`src/rtl/udc_pkg.sv`:
```
// Shared definitions for the modulus up/down counter: direction and mode
// encodings plus the per-cycle event record.
package udc_pkg;

  localparam logic UDC_UP   = 1'b1;
  localparam logic UDC_DOWN = 1'b0;
  localparam logic UDC_WRAP = 1'b0;
  localparam logic UDC_SAT  = 1'b1;

  // Boundary events produced by one step attempt.
  typedef struct packed {
    logic ovf;  // up step attempted at or above max_val
    logic unf;  // down step attempted at zero
  } udc_evt_t;

endpackage

```
`src/rtl/udc_next_state.sv`:
```
// Combinational next-count and event logic for the modulus up/down counter.
// Priority is clr > load > en; with none asserted the count holds.
module udc_next_state
  import udc_pkg::*;
#(
  parameter int          N       = 8,
  parameter int unsigned RST_VAL = 0
) (
  input  logic [N-1:0] count,
  input  logic [N-1:0] max_val,
  input  logic         up_down,
  input  logic         sat_mode,
  input  logic         en,
  input  logic         load,
  input  logic [N-1:0] load_val,
  input  logic         clr,
  output logic [N-1:0] next_count,
  output udc_evt_t     evt
);

  localparam logic [N-1:0] RST_COUNT = N'(RST_VAL);
  localparam logic [N-1:0] ONE       = N'(1);

  // Select the next count and flag any attempted step past a bound.
  always_comb begin
    next_count = count;
    evt        = '0;
    if (clr) begin
      next_count = RST_COUNT;
    end else if (load) begin
      // A loaded value never lands outside the current range.
      next_count = (load_val > max_val) ? max_val : load_val;
    end else if (en) begin
      if (up_down == UDC_UP) begin
        if (count < max_val) begin
          next_count = count + ONE;
        end else begin
          evt.ovf    = 1'b1;
          next_count = (sat_mode == UDC_SAT) ? max_val : '0;
        end
      end else begin
        if (count == '0) begin
          evt.unf    = 1'b1;
          next_count = (sat_mode == UDC_SAT) ? '0 : max_val;
        end else if (count > max_val) begin
          // max_val was lowered under us: pull back into range silently.
          next_count = max_val;
        end else begin
          next_count = count - ONE;
        end
      end
    end
  end

endmodule

```
`src/rtl/mod_updown_counter.sv`:
```
// Up/down counter over the runtime range 0..max_val with wrap or saturate
// behaviour, terminal-count output and overflow/underflow reporting.
module mod_updown_counter
  import udc_pkg::*;
#(
  parameter int          N       = 8,
  parameter int unsigned RST_VAL = 0
) (
  input  logic         clk,
  input  logic         rst,
  input  logic         en,
  input  logic         up_down,
  input  logic         clr,
  input  logic         load,
  input  logic [N-1:0] load_val,
  input  logic [N-1:0] max_val,
  input  logic         sat_mode,
  input  logic         flag_clr,
  output logic [N-1:0] count,
  output logic         tc,
  output logic         ovf_p,
  output logic         unf_p,
  output logic         ovf_sticky,
  output logic         unf_sticky
);

  localparam logic [N-1:0] RST_COUNT = N'(RST_VAL);

  logic [N-1:0] count_q, count_d;
  logic         ovf_p_q, ovf_p_d;
  logic         unf_p_q, unf_p_d;
  logic         ovf_sticky_q, ovf_sticky_d;
  logic         unf_sticky_q, unf_sticky_d;
  udc_evt_t     evt;

  udc_next_state #(
    .N       (N),
    .RST_VAL (RST_VAL)
  ) u_next_state (
    .count      (count_q),
    .max_val    (max_val),
    .up_down    (up_down),
    .sat_mode   (sat_mode),
    .en         (en),
    .load       (load),
    .load_val   (load_val),
    .clr        (clr),
    .next_count (count_d),
    .evt        (evt)
  );

  // Event pulses last one cycle; sticky flags set on an event, which beats flag_clr.
  always_comb begin
    ovf_p_d      = evt.ovf;
    unf_p_d      = evt.unf;
    ovf_sticky_d = evt.ovf | (ovf_sticky_q & ~flag_clr);
    unf_sticky_d = evt.unf | (unf_sticky_q & ~flag_clr);
  end

  // State registers with asynchronous reset.
  always_ff @(posedge clk or posedge rst) begin
    if (rst) begin
      count_q      <= RST_COUNT;
      ovf_p_q      <= 1'b0;
      unf_p_q      <= 1'b0;
      ovf_sticky_q <= 1'b0;
      unf_sticky_q <= 1'b0;
    end else begin
      count_q      <= count_d;
      ovf_p_q      <= ovf_p_d;
      unf_p_q      <= unf_p_d;
      ovf_sticky_q <= ovf_sticky_d;
      unf_sticky_q <= unf_sticky_d;
    end
  end

  // Terminal count follows the registered count and live direction/bound.
  always_comb begin
    tc = ((up_down == UDC_UP) && (count_q >= max_val)) ||
         ((up_down == UDC_DOWN) && (count_q == '0));
  end

  assign count      = count_q;
  assign ovf_p      = ovf_p_q;
  assign unf_p      = unf_p_q;
  assign ovf_sticky = ovf_sticky_q;
  assign unf_sticky = unf_sticky_q;

endmodule

```
`config.mk`:
```
export PLATFORM = sky130hd
export DESIGN_NAME = mod_updown_counter
export DESIGN_NICKNAME = d
export VERILOG_FILES = /design/src/rtl/udc_pkg.sv /design/src/rtl/udc_next_state.sv /design/src/rtl/mod_updown_counter.sv
export SDC_FILE = /design/constraint.sdc
export NUM_CORES = 1
export LEC_CHECK = 0
export CORE_UTILIZATION = 40
export DETAILED_ROUTE_END_ITERATION = 16
export PLACE_DENSITY = 0.78
export SLEW_MARGIN = 20
export SYNTH_ARGS = -nofsm -noshare
export SYNTH_HDL_FRONTEND = slang
export SYNTH_SLANG_ARGS = --single-unit
export TNS_END_PERCENT = 100
```
`constraint.sdc`:
```
create_clock -name clk -period 2.5 [get_ports clk]
set_input_delay 0.375 -clock clk [delete_from_list [all_inputs] [get_ports clk]]
set_output_delay 0.375 -clock clk [all_outputs]
set_load 0.03 [all_outputs]
```
Yosys cells after proc, flatten, opt, wreduce, memory -nomap -nowiden
Index checks and enable logic that the tools add are counted.
{"block": "totals", "wordCells": 39, "rom_bits": 0, "mem_count": 0, "in_bits": 24, "register_bits": 12, "ramBits": 0, "latch_bits": 0}
{"block": "op_classes", "addsub": 2, "magnitude_cmp": 4, "n_shift": 0, "bitwise": 6, "mul": 0, "n_reduce_logical": 5, "div": 0, "eq_ne": 0, "muxes": 17}
{"op": "$mux W8", "n": 10}
{"op": "$gt A8 B8 Y1", "n": 2}
{"op": "$add A8 B1 Y8 const B", "n": 1}
{"op": "$ge A8 B8 Y1", "n": 1}
{"op": "$logic_not A8 Y1", "n": 1}
{"op": "$lt A8 B8 Y1", "n": 1}
{"op": "$sub A8 B1 Y8 const B", "n": 1}
{"op": "$mux W2", "n": 3}
{"op": "$mux W1", "n": 4}
{"op": "$reduce_bool A3 Y1", "n": 1}
{"op": "$and A1 B1 Y1", "n": 2}
{"op": "$logic_and A1 B1 Y1", "n": 2}
{"op": "$not A1 Y1", "n": 2}
{"op": "$or A1 B1 Y1", "n": 2}
{"op": "$logic_or A1 B1 Y1", "n": 1}

Depth between registers and ports, before layout
{"block": "depth", "ltp_word": 7, "mapped_depth": 8, "depth_no_buf": 8}

Cells and area by module
A second synthesis with hierarchy kept.
{"block": "hier_totals", "hier_cells": 241, "area_unflattened_um2": 2013.2}
{"mod": "udc_next_state", "cells_per_inst": 195, "area_each_um2": 1471.4, "n_inst": 1, "seq_area_each_um2": 0.0}
{"mod": "mod_updown_counter", "cells_per_inst": 46, "area_each_um2": 541.8, "n_inst": 1, "seq_area_each_um2": 300.3}

Least setup slack after synthesis
OpenSTA, ideal clock, no wires.
{"block": "synth_timing", "path_type": "reg-to-output", "from": "reg count_q[5] (netlist: count[5])", "to": "out tc", "path_stages_with_launch": 6, "setup_slack_ps": -67, "arrival_ps": 2192, "n_path_buf": 1, "cell_sequence": "dfrtp_1 -> buf_6 -> or4_4 -> nor3_1 -> nor2_1 -> a31oi_1"}
{"block": "synth_via", "elab_chain_len": 3, "elab_cells_between_ends": 5, "cone_classes": "1 x order compare; 4 x reduce/logical"}
{"item": "from (decl)", "line": "mod_updown_counter.sv:29", "source": "logic [N-1:0] count_q, count_d;"}
{"item": "from (signal assigned)", "line": "mod_updown_counter.sv:69", "source": "count_q <= count_d;"}
{"item": "$ge A8 B8 Y1 / $logic_not A8 Y1 (equally long branches)", "line": "mod_updown_counter.sv:79, mod_updown_counter.sv:80"}
{"item": "$logic_and A1 B1 Y1, on equally long branches", "line": "mod_updown_counter.sv:79, mod_updown_counter.sv:80"}
{"item": "$logic_or A1 B1 Y1 *", "line": "mod_updown_counter.sv:79", "source": "tc = ((up_down == UDC_UP) && (count_q >= max_val)) ||"}
{"item": "to (decl)", "line": "mod_updown_counter.sv:20", "source": "output logic tc,"}
Mark *: on every way between the ends. The rest lies on a longest branch, timed or not.

Worst setup path in the final report
{"block": "layout_timing", "from": "reg count_q[6] (netlist: count[6])", "to": "out tc"}
Same word-level chain as after synthesis.

==> flow_metrics.tcl <==
set metrics [dict create \
    cap_violations 0 \
    worstReg2RegEnd "count[1]" \
    maxSlewViolCount 0 \
    synth_seq_cells 12 \
    p_total_uw 1151 \
    antenna_found_initial 0 \
    drt.antenna.violating_nets 0 \
    grtUsageMet1_pct 37.23 \
    cts.sinks 12 \
    critPathRequiredTime_ps 2120 \
    diodes 0 \
    grt_max_degree 13 \
    vias_per_cell 6.137 \
    core_um2 3744 \
    avgSynthCellArea_um2 8.223 \
    reg2reg_depth 8 \
    numPortBuffers 36 \
    tightest_slew_ps 542.5 \
    synth_area_um2 1595 \
    htreeDepth 1 \
    syn-num-nets 236 \
    r2r_slack_ps 150 \
    dr.pass1.iters 5 \
    critPathLaunchType "register" \
    drc 0 \
    initial_core_util_pct 42.61 \
    pwr_density_cell_nw_per_um2 438.1 \
    ys_types 48 \
    synthCells 194 \
    hold_buffers 0 \
    final_common_cell "buf_4" \
    startpoint "count[6]" \
    place_inst 316 \
    clk_pin_slew_ps 60 \
    grtUsageTotal_pct 28.83 \
    synth-seq-area-share_pct 18.82 \
    grt_pass1_wl_mm 9.294 \
    area_growth_pct 64.63 \
    synth_edf_count 0 \
    relSlewSlack_pct 63.76 \
    synth_warnings 0 \
    ctsLongestPathBuffers 2 \
    die-area_um2 4245 \
    dp.final_hpwl_mm 4.433 \
    busiest_layer "met2" \
    period_share_pct 98.60 \
    design_area_um2 2626 \
    max_freq_ghz 0.4057 \
    nets 323 \
    period_minus_slack_ps 2465 \
    rr_startpoint "count[6]" \
    cts_buffers 3 \
    clockRootBuffer "clkbuf_8" \
    skew_ps 1.339 \
    whs_ps 473.3 \
    ios 37 \
    gp_congestion 0.9695 \
    cts_tree "built" \
    setup_viol 0 \
    clkLatencyLatePin_ps 250 \
    fp-row-count 22 \
    critical_path.endpoint_type "output port" \
    wl_per_cell_um 18.08 \
    drt-initial-drc-count 124 \
    critPathCapture "tc" \
    critPathKind "register to output port" \
    worstHoldPathType "primary input to asynchronous set/reset pin" \
    drive_above_1_share_pct 35.00 \
    ys_async_sr_fraction_pct 100.0 \
    synth_ff_type "dfrtp_1" \
    cellLeakagePower_uw 0.001220 \
    status "finished clean" \
    use_met2_pct 48.31 \
    dieHeight_um 65.15 \
    hold_viol 0 \
    critPathArrivalTime_ps 2090 \
    path_max_fanout 5 \
    die_x_um 65.15 \
    place_area_um2 2318 \
    grt_util_met3_pct 4.688 \
    wl_mm 5.931 \
    layout.cells.non_filler 328 \
    ir_worst_vdd_mv 0.2781 \
    num_vias 2013 \
    grt_pass1_vias 1935 \
    grt_overflow 0 \
    final_cell_mix "buf_4, clkdlybuf4s50_1" \
]
## synth_stat cells, types with 4 or more instances
cell      number  share of area, %
a22oi_1        6               2.8
a21oi_1       11               3.5
xor2_1         6               3.3
nand3_1        9               2.8
a311oi_1       4               2.2
o311ai_0       4               2.2
a211oi_1       5               2.4
inv_1         15               3.5
o21ai_1        4               1.3
nand2_1       10               2.4
nand4_1        7               2.7
nor2_1        10               2.4
nor3_1        10               3.1
ha_1          18                14
clkbuf_1       4              0.94
mux2_2         7               4.9
a21o_1         4               1.9
dfrtp_1       12                19
xnor2_1        5               2.7
## power breakdown
part           internal, uW  leakage [uW]  switching [uW]
registers               211      0.000158            23.4
logic                   331       0.00103             360
clock network           140     0.0000288            84.8
## area by class of cell
class,instances,area [um^2]
multi-input combinational,161,1374
inverter,15,56.30
sequential,12,302.8
timing repair buffer,88,778.2
fill,316,1117
clock buffer,4,55.05
tap,48,60.06
## sequential cells by signal, summed over array words and instances, names as in the netlist
signal,flops
count,8
ovf_p,1
ovf_sticky,1
unf_p,1
unf_sticky,1
## worst min-delay path by stage
stage	depth (start not counted)	slack, ps	end
2_1_floorplan	1	240	count[0]
3_3_place_gp	1	470	unf_sticky
3_5_place_dp	1	480	ovf_sticky
4_1_cts	2	490	count[3]
5_1_grt	1	510	unf_sticky
6_report	2	470	count[5]
## stage by stage
step | util (%) | setup WS (ps) | setup TNS, ps
after floorplan | - | 84.94 | 0
after global placement | 61.93 | -297.1 | -1778
after detailed placement | 61.93 | -366.2 | -2313
after CTS | 66.51 | -97.80 | -97.80
after global routing | 70.15 | -24.97 | -60.64
final | 70.15 | 35.03 | 0
## routing by layer
layer	up-vias	share of wire [%]
met1	948	41
met4	0	2.8
met2	114	48
met3	28	8.6
li1	923	-
met5	-	0
## critical path: stages, from the launching register on
cell	delay, ps
dfrtp_2	450
ha_4	280
nand4_1	280
a21oi_1	230
buf_4	180
nor2_4	50
a31oi_4	220
buf_6	160
## what timing repair did
action | in CTS | in global routing
resized for setup | 15 | 27
setup buffers | 5 | 3
pin swaps | 5 | 7
setup endpoints to repair | 5 | 10
## cells by family (layout without fill, tap and decap cells)
| family | after synthesis | in the layout | share of synthesized area, % |
|---|---|---|---|
| and+or+nand+nor | 62 | 62 | 21.49 |
| xor gates and xnor gates | 11 | 11 | 6.039 |
| AOI/OAI and AO/OA | 62 | 62 | 28.47 |
| adders and majority gates | 18 | 18 | 14.12 |
| muxes | 8 | 8 | 5.569 |
| buffers and inverters | 21 | 107 | 5.489 |
| DFF | 12 | 12 | 18.82 |
No activity file was read; power rests on OpenSTA's default activity.
